--- config.mk ---
export PLATFORM = sky130hd
export DESIGN_NAME = halflife_decay_timer
export DESIGN_NICKNAME = d
export VERILOG_FILES = /design/src/rtl/halflife_pkg.sv /design/src/rtl/halflife_prescaler.sv /design/src/rtl/halflife_decay_timer.sv
export SDC_FILE = /design/constraint.sdc
export NUM_CORES = 1
export LEC_CHECK = 0
export BUFFER_PORTS_ARGS = -buffer_cell sky130_fd_sc_hd__buf_2
export CAP_MARGIN = 10
export CORE_ASPECT_RATIO = 1.4
export CORE_MARGIN = 5
export CORE_UTILIZATION = 44
export CTS_BUF_LIST = sky130_fd_sc_hd__clkbuf_4
export DETAILED_ROUTE_END_ITERATION = 16
export PLACE_DENSITY_LB_ADDON = 0.15
export SLEW_MARGIN = 15
export SYNTH_ARGS = -nofsm -noshare
export SYNTH_HDL_FRONTEND = slang
export SYNTH_HIERARCHICAL = 1
export SYNTH_SLANG_ARGS = --single-unit
--- constraint.sdc ---
create_clock -name clk -period 6.24 [get_ports clk]
set_input_delay 0.936 -clock clk [delete_from_list [all_inputs] [get_ports clk]]
set_output_delay 0.936 -clock clk [all_outputs]
set_load 0.01 [all_outputs]
--- src/rtl/halflife_pkg.sv ---
// halflife_pkg: shared state type and default sizing for the half-life decay timer
package halflife_pkg;
  typedef enum logic [1:0] {IDLE, DOWN, UP, DONE} state_t;
  localparam int WIDTH_DEF = 8;
  localparam int PRESCALE_DEF = 1;
endpackage

--- src/rtl/halflife_prescaler.sv ---
// halflife_prescaler: step tick every PRESCALE enabled cycles; ports clk, rst, en (count), clr (restart), tick
module halflife_prescaler #(
  parameter int PRESCALE = 1
) (
  input  logic clk,
  input  logic rst,
  input  logic en,
  input  logic clr,
  output logic tick
);
  localparam int PW = PRESCALE > 1 ? $clog2(PRESCALE) : 1;
  logic [PW-1:0] cnt;
  assign tick = en && cnt == PW'(PRESCALE - 1);
  always_ff @(posedge clk or posedge rst)
    if (rst) cnt <= '0;
    else if (clr || tick) cnt <= '0;
    else if (en) cnt <= cnt + 1'b1;
endmodule

--- src/rtl/halflife_decay_timer.sv ---
// halflife_decay_timer: up/decay counter pulsing out at each halving of the load value; ports clk, rst, up, down, load, in -> out, count, halvings, done, busy
module halflife_decay_timer
  import halflife_pkg::*;
#(
  parameter int WIDTH = WIDTH_DEF,
  parameter int PRESCALE = PRESCALE_DEF
) (
  input  logic                         clk,
  input  logic                         rst,
  input  logic                         up,
  input  logic                         down,
  input  logic                         load,
  input  logic [WIDTH-1:0]             in,
  output logic                         out,
  output logic [WIDTH-1:0]             count,
  output logic [$clog2(WIDTH+2)-1:0]   halvings,
  output logic                         done,
  output logic                         busy
);
  state_t state, state_nx;
  logic [WIDTH-1:0] thresh, dec;
  logic thr_valid, act, zero_dn, tick, dtick, utick, hit, fin;
  // a down request at count 0 finishes at once without consuming a tick
  assign act = !load && state != DONE && (up ^ down);
  assign zero_dn = act && down && count == '0;
  assign dtick = tick && down;
  assign utick = tick && up;
  assign dec = count - 1'b1;
  assign hit = dtick && thr_valid && dec == thresh;
  assign fin = zero_dn || (dtick && dec == '0);
  halflife_prescaler #(.PRESCALE(PRESCALE)) u_pre (
    .clk(clk),
    .rst(rst),
    .en(act && !zero_dn),
    .clr(load),
    .tick(tick)
  );
  always_ff @(posedge clk or posedge rst)
    if (rst) state <= IDLE;
    else state <= state_nx;
  always_comb
    state_nx = load ? IDLE : state == DONE ? DONE : fin ? DONE : !(up ^ down) ? IDLE : down ? DOWN : UP;
  always_comb
    busy = state == DOWN || state == UP;
  always_ff @(posedge clk or posedge rst)
    if (rst) begin
      {count, thresh, thr_valid, halvings, out, done} <= '0;
    end else if (load) begin
      count <= in;
      thresh <= in >> 1;
      thr_valid <= 1'b1;
      halvings <= '0;
      out <= 1'b0;
      done <= 1'b0;
    end else begin
      out <= hit;
      if (fin) done <= 1'b1;
      if (dtick) count <= dec;
      else if (utick && count != '1) count <= count + 1'b1;
      if (hit) begin
        thresh <= thresh >> 1;
        thr_valid <= thresh != '0;
        if (halvings != '1) halvings <= halvings + 1'b1;
      end
    end
endmodule
## Word level (Yosys, flattened, before mapping)

Index checks and enable logic that the tools add are counted.

- Logic and storage cells: 67
- Bits in registers: 26
- Output and inout port bits: 15
- Input bits: 13

- Reductions and logical operators: 26
- Bitwise operators: 2
- Eq/ne operators: 7
- Muxes and demuxes: 20
- Add/sub/neg operators: 4

Operators by type and width:

| cell | number |
|---|---|
| two-way mux 8 bit | 5 |
| logical NOT 8 bit | 2 |
| logical AND 1 bit | 12 |
| two-way mux 4 bit | 3 |
| two-way mux 2 bit | 5 |
| adder 8 x 1 -> 8 bit (second input constant) | 1 |
| == test 8 bit | 1 |
| inequality test 8 bit (second input constant) | 1 |
| nonzero test 2 bit | 4 |
| nonzero test 8 bit | 1 |
| subtractor 8 x 1 -> 8 bit (second input constant) | 1 |
| two-way mux 1 bit | 7 |
| adder 4 x 1 -> 4 bit (second input constant) | 1 |
| == test 2 bit (second input constant) | 2 |
| inequality test 4 bit (second input constant) | 1 |
| logical OR 1 bit | 3 |
| nonzero test 3 bit | 1 |
| == test 2 x 1 -> 1 bit (second input constant) | 1 |
| logical NOT 1 bit | 2 |
| inequality test 2 bit (second input constant) | 1 |
| AND reduction 2 bit | 1 |
| adder 1 bit (second input constant) | 1 |
| inverter 1 bit | 1 |
| bitwise XOR 1 bit | 1 |

## Depth between registers and ports, before layout

- Depth after elaboration: 14
- Depth in mapped cells: 14

## Cells and area by module

Netlist, hierarchy kept.

By module, submodules not included:

| module | times used | sequential area each (um2) | cells an instance | area each (um2) |
|---|---|---|---|---|
| halflife_decay_timer | 1 | 600.6 | 209 | 1,799.2 |
| halflife_prescaler | 1 | 25.0 | 4 | 50.0 |

## Least setup slack after synthesis

No wires, ideal clock.

- Kind: input to register
- Start point: in up
- End point: reg thresh[2]
- Stages on the path: 12
- Setup slack: 3.006 ns
- Buffers on the path: 1
- Required time: 6.114 ns
- Arrival time: 3.108 ns
- Setup time: 0.126 ns
- Path through: inv_1 ha_1 nor3_1 nor2b_1 and2b_2 nand3_1 a2111oi_0 o211a_1 and2_1 clkbuf_1 a31oi_1 a221o_1

- Word-level cells in the longest chain between the ends: 11

Ends and longest elaborated chain:

| element | RTL line | RTL |
|---|---|---|
| start, declared | halflife_decay_timer.sv:10 | `input logic up,` |
| bitwise XOR 1 bit * | halflife_decay_timer.sv:24 | `assign act = !load && state != DONE && (up ^ down);` |
| logical AND 1 bit * | halflife_decay_timer.sv:24 |  |
| logical AND 1 bit (2 in series) | halflife_decay_timer.sv:25 | `assign zero_dn = act && down && count == '0;` |
| logical NOT 1 bit | halflife_decay_timer.sv:34 | `.en(act && !zero_dn),` |
| logical AND 1 bit * | halflife_decay_timer.sv:34 |  |
| logical AND 1 bit * | halflife_prescaler.sv:13 | `assign tick = en && cnt == PW'(PRESCALE - 1);` |
| net tick | halflife_decay_timer.sv:22 | `logic thr_valid, act, zero_dn, tick, dtick, utick, hit, fin;` |
| logical AND 1 bit * | halflife_decay_timer.sv:26 | `assign dtick = tick && down;` |
| logical AND 1 bit * (2 in series) | halflife_decay_timer.sv:29 | `assign hit = dtick && thr_valid && dec == thresh;` |
| nonzero test 2 bit (no source line) * | - |  |
| end signal, assigned | halflife_decay_timer.sv:50 | `thresh <= in >> 1;` |
| end signal, assigned | halflife_decay_timer.sv:61 | `thresh <= thresh >> 1;` |
| end, declared | halflife_decay_timer.sv:21 | `logic [WIDTH-1:0] thresh, dec;` |

Mark *: on every way through the listed nets, which the timed path passes. The rest lies on a longest branch.
A chain may end at the register's enable or synchronous reset.

## Final worst setup path

- Start point: in down
- End point: reg halvings[0]

- Word-level cells in the longest chain between the ends: 12

Ends and longest elaborated chain:

| element | RTL line | RTL |
|---|---|---|
| start, declared | halflife_decay_timer.sv:11 | `input logic down,` |
| bitwise XOR 1 bit | halflife_decay_timer.sv:24 |  |
| logical AND 1 bit | halflife_decay_timer.sv:24 |  |
| logical AND 1 bit (2 in series) | halflife_decay_timer.sv:25 |  |
| logical NOT 1 bit | halflife_decay_timer.sv:34 |  |
| logical AND 1 bit * | halflife_decay_timer.sv:34 |  |
| logical AND 1 bit * | halflife_prescaler.sv:13 |  |
| net tick | halflife_decay_timer.sv:22 |  |
| logical AND 1 bit * | halflife_decay_timer.sv:26 |  |
| logical AND 1 bit * (2 in series) | halflife_decay_timer.sv:29 |  |
| nonzero test 2 bit (no source line) * | - |  |
| AND reduction 2 bit (no source line) * | - |  |
| end signal, assigned | halflife_decay_timer.sv:63 | `if (halvings != '1) halvings <= halvings + 1'b1;` |
| end, declared | halflife_decay_timer.sv:16 | `output logic [$clog2(WIDTH+2)-1:0] halvings,` |

Marked as above.

==> impl_metrics.env <==
export IMPL_post_synth_top_count_cell="dfrtp_1"
export IMPL_placedInstanceArea_um2=1970
export IMPL_tritoncts="yes"
export IMPL_n_antenna_cell=0
export IMPL_grt_setup_unrepaired="no"
export IMPL_grt_pass1_vias=1634
export IMPL_worst_case_clock_buffer_depth=2
export IMPL_post_cts_setup_buffer_count=0
export IMPL_synth_compound_area_share_pct=19.1
export IMPL_place_detailed_hpwl_mm=3.51
export IMPL_status="finished, final reports clean"
export IMPL_finalSetupTns_ns=0
export IMPL_grt_start_max_net_pins=25
export IMPL_start_kind="primary input"
export IMPL_timing_final_max_slew_violations=0
export IMPL_sequential_cell_area_um2=626
export IMPL_share_of_synthesized_cell_area_in_full_adder_half_adder_and_majority_cells_pct=5.41
export IMPL_worst_skew_pair_late_latency_ns=0.32
export IMPL_finalCriticalPeriod_ns=3.27
export IMPL_timing_final_hold_violations=0
export IMPL_drive_above_1_share_pct=18.7
export IMPL_synthTopCellsByCount="25 x dfrtp_1, 20 x nand2_1, 12 x o21ai_0"
export IMPL_maxCapViolations=0
export IMPL_post_synth_num_cell_types=58
export IMPL_io_pin_count=28
export IMPL_synth_largest_area_cell="dfrtp_1"
export IMPL_cts_sinks=25
export IMPL_antenna_found_initial=0
export IMPL_die_y_um=86.7
export IMPL_summed_instance_area_of_the_synthesized_netlist_um2=1850
export IMPL_timing_worst_slew_pin_value_ns=0.985
export IMPL_ys_ff_latch=25
export IMPL_critPathRequiredTime_ns=6.50
export IMPL_route_vias_total=1676
export IMPL_detail_route_iter0_violations=92
export IMPL_yosysSeqAreaShare_pct=33.8
export IMPL_vdd_ir_drop_worst_mv=0.101
export IMPL_dr_vias_cell=6.09
export IMPL_grt_pass1_wl_mm=8.01
export IMPL_global_route_overflow_total=0
export IMPL_tritoncts_num_buffers=3
export IMPL_synth_avg_cell_area_um2=8.68
export IMPL_ys_flop_type="dfrtp_1"
export IMPL_area_growth_syn_to_layout_pct=7.92
export IMPL_synth_mux_area_share_pct=1.76
export IMPL_nets=252
export IMPL_drt_total_wl_mm=4.65
export IMPL_hp_class="in2async"
export IMPL_finalWeightedCongestion=0.832
export IMPL_synthDominantCellAreaShare_pct=33.8
export IMPL_cp_end_kind="register"
export IMPL_timing_critical_path_fanout_max=9
export IMPL_gr_usage_all_layers_pct=18.0
export IMPL_worst_setup_skew_after_layout_ns=0.00349
export IMPL_first_pass_iters=4
export IMPL_synth_xor_xnor_area_share_pct=6.16
export IMPL_chipWidth_um=64.8
export IMPL_cts_root_buffer="clkbuf_4"
export IMPL_clkTransAtPathRegs_ns=0.13
export IMPL_worst_hold_slack_ns=0.430
export IMPL_fp_coreArea_um2=4130
export IMPL_largest_family_of_logic_cells_by_synthesized_area="simple AND/OR/NAND/NOR gates"
export IMPL_p_per_area_nw_per_um2=194
export IMPL_final_min_period_over_clock_period_pct=52.4
export IMPL_timing_slew_headroom_pct=34.3
export IMPL_post_layout_util_pct=48.3
export IMPL_yosysWarnings=6
export IMPL_netlist_instances=213
export IMPL_cts_htree_levels=1
export IMPL_route_detailed_drc=0
export IMPL_power_total_mw=0.388
export IMPL_final_design_area_no_fill_um2=2000
export IMPL_num_rows=28
export IMPL_fillerInstances=428
export IMPL_cts_repair_resized=0
export IMPL_synth_top_cells_by_area="dfrtp_1 34%, ha_1 5.4%, nand2_1 4.1%"
export IMPL_numPortBuffers=27
export IMPL_achievable_frequency_ghz=0.306
export IMPL_postSynth_asyncResetShare_pct=100
export IMPL_die_area_um2=5620
export IMPL_postCtsHoldBufs=0
export IMPL_synth_net_count=234
export IMPL_synth_edff_count=0
export IMPL_critPathArrivalTime_ns=3.53
export IMPL_setup_viol=0
export IMPL_start_util_pct=44.7
export IMPL_wire_per_inst_um=16.9
export IMPL_area_of_the_multi_input_gates_um2=1100
export IMPL_post_synth_and_or_nand_nor_area_fraction_pct=27.3
export IMPL_ant_nets=0
export IMPL_power_leakage_nw=0.846
export IMPL_crit_type="in2reg"
[layout by cell type (no fill, tap or decap), types with 4 or more instances in the layout]
| cell | instances |
|---|---|
| nand3_1 | 8 |
| a31oi_1 | 6 |
| xor2_1 | 6 |
| nand4_1 | 6 |
| o21ai_0 | 12 |
| dfrtp_1 | 25 |
| nand2_1 | 20 |
| a21oi_1 | 8 |
| ha_1 | 8 |
| inv_1 | 10 |
| nor3_1 | 11 |
| buf_2 | 27 |
| clkbuf_4 | 4 |
| nor4_1 | 5 |
| nor2_1 | 10 |
| xnor2_1 | 7 |
[routing by layer]
| metal | wire [µm] | track usage (%) | up-vias |
|---|---|---|---|
| li1 | - | - | 824 |
| met1 | 2120 | 23.5 | 805 |
| met2 | 2290 | 30.4 | 41 |
| met3 | 172 | 2.72 | 6 |
| met4 | 61 | 5.38 | 0 |
| met5 | 0 | 0 | - |
[power by group]
part	total (mW)	switching, mW	internal, mW
clock	0.0774	0.0480	0.0294
combinational	0.112	0.0656	0.0461
sequential	0.199	0.0264	0.172
[critical path, cell delays in order]
cell and delay [ns]:
buf_2 0.15, ha_1 0.27, nor3_1 0.18, nor2b_1 0.22
and2b_2 0.23, nand3_1 0.09, a2111oi_0 0.38, o211a_1 0.26
nand2_1 0.14, or4_1 0.50, a21oi_1 0.15
[per-stage QoR]
stage | setup slack (ns) | std cells
finish | 2.97 | 275
global route | 2.65 | 275
CTS | 2.99 | 275
detailed placement | 2.65 | 271
global placement | 2.74 | 271
floorplan | 3.01 | 213
[kinds of logic (layout without fill, tap and decap cells)]
logic type | after synthesis | in the layout
muxes | 3 | 3
AOI/OAI and AO/OA | 52 | 52
DFF | 25 | 25
buffers and inverters | 25 | 42
and+or+nand+nor | 87 | 87
adders and majority gates | 8 | 8
xor gates and xnor gates | 13 | 13
[area by class of cell]
cell class / instances / area share, %
multi-input cells: 163 / 55.3
inverters: 10 / 1.88
flip-flops and latches: 25 / 31.3
clock buffers: 4 / 1.50
repair buffers: 28 / 7.15
well taps: 45 / 2.82
[final timing paths]
kind | start | end | slack, ns | cells past startpoint
worst max-delay path | down | halvings[0] | 2.97 | 11
worst min-delay path | rst | u_pre/cnt | 0.43 | 2
worst max register to register | count[0] | halvings[0] | 3.17 | 12
worst min register to register | done | done | 0.51 | 2
max in group asynchronous | rst | thresh[0] | 4.81 | 2
min in group clk | done | done | 0.51 | 2
[state kept, by name (all words and copies together) (netlist names)]
| name | count |
|---|---|
| done | 1 |
| thresh | 7 |
| state | 2 |
| count | 8 |
| u_pre/cnt | 1 |
| halvings | 4 |
| thr_valid | 1 |
| out | 1 |
(Power assumes the default switching activity.)
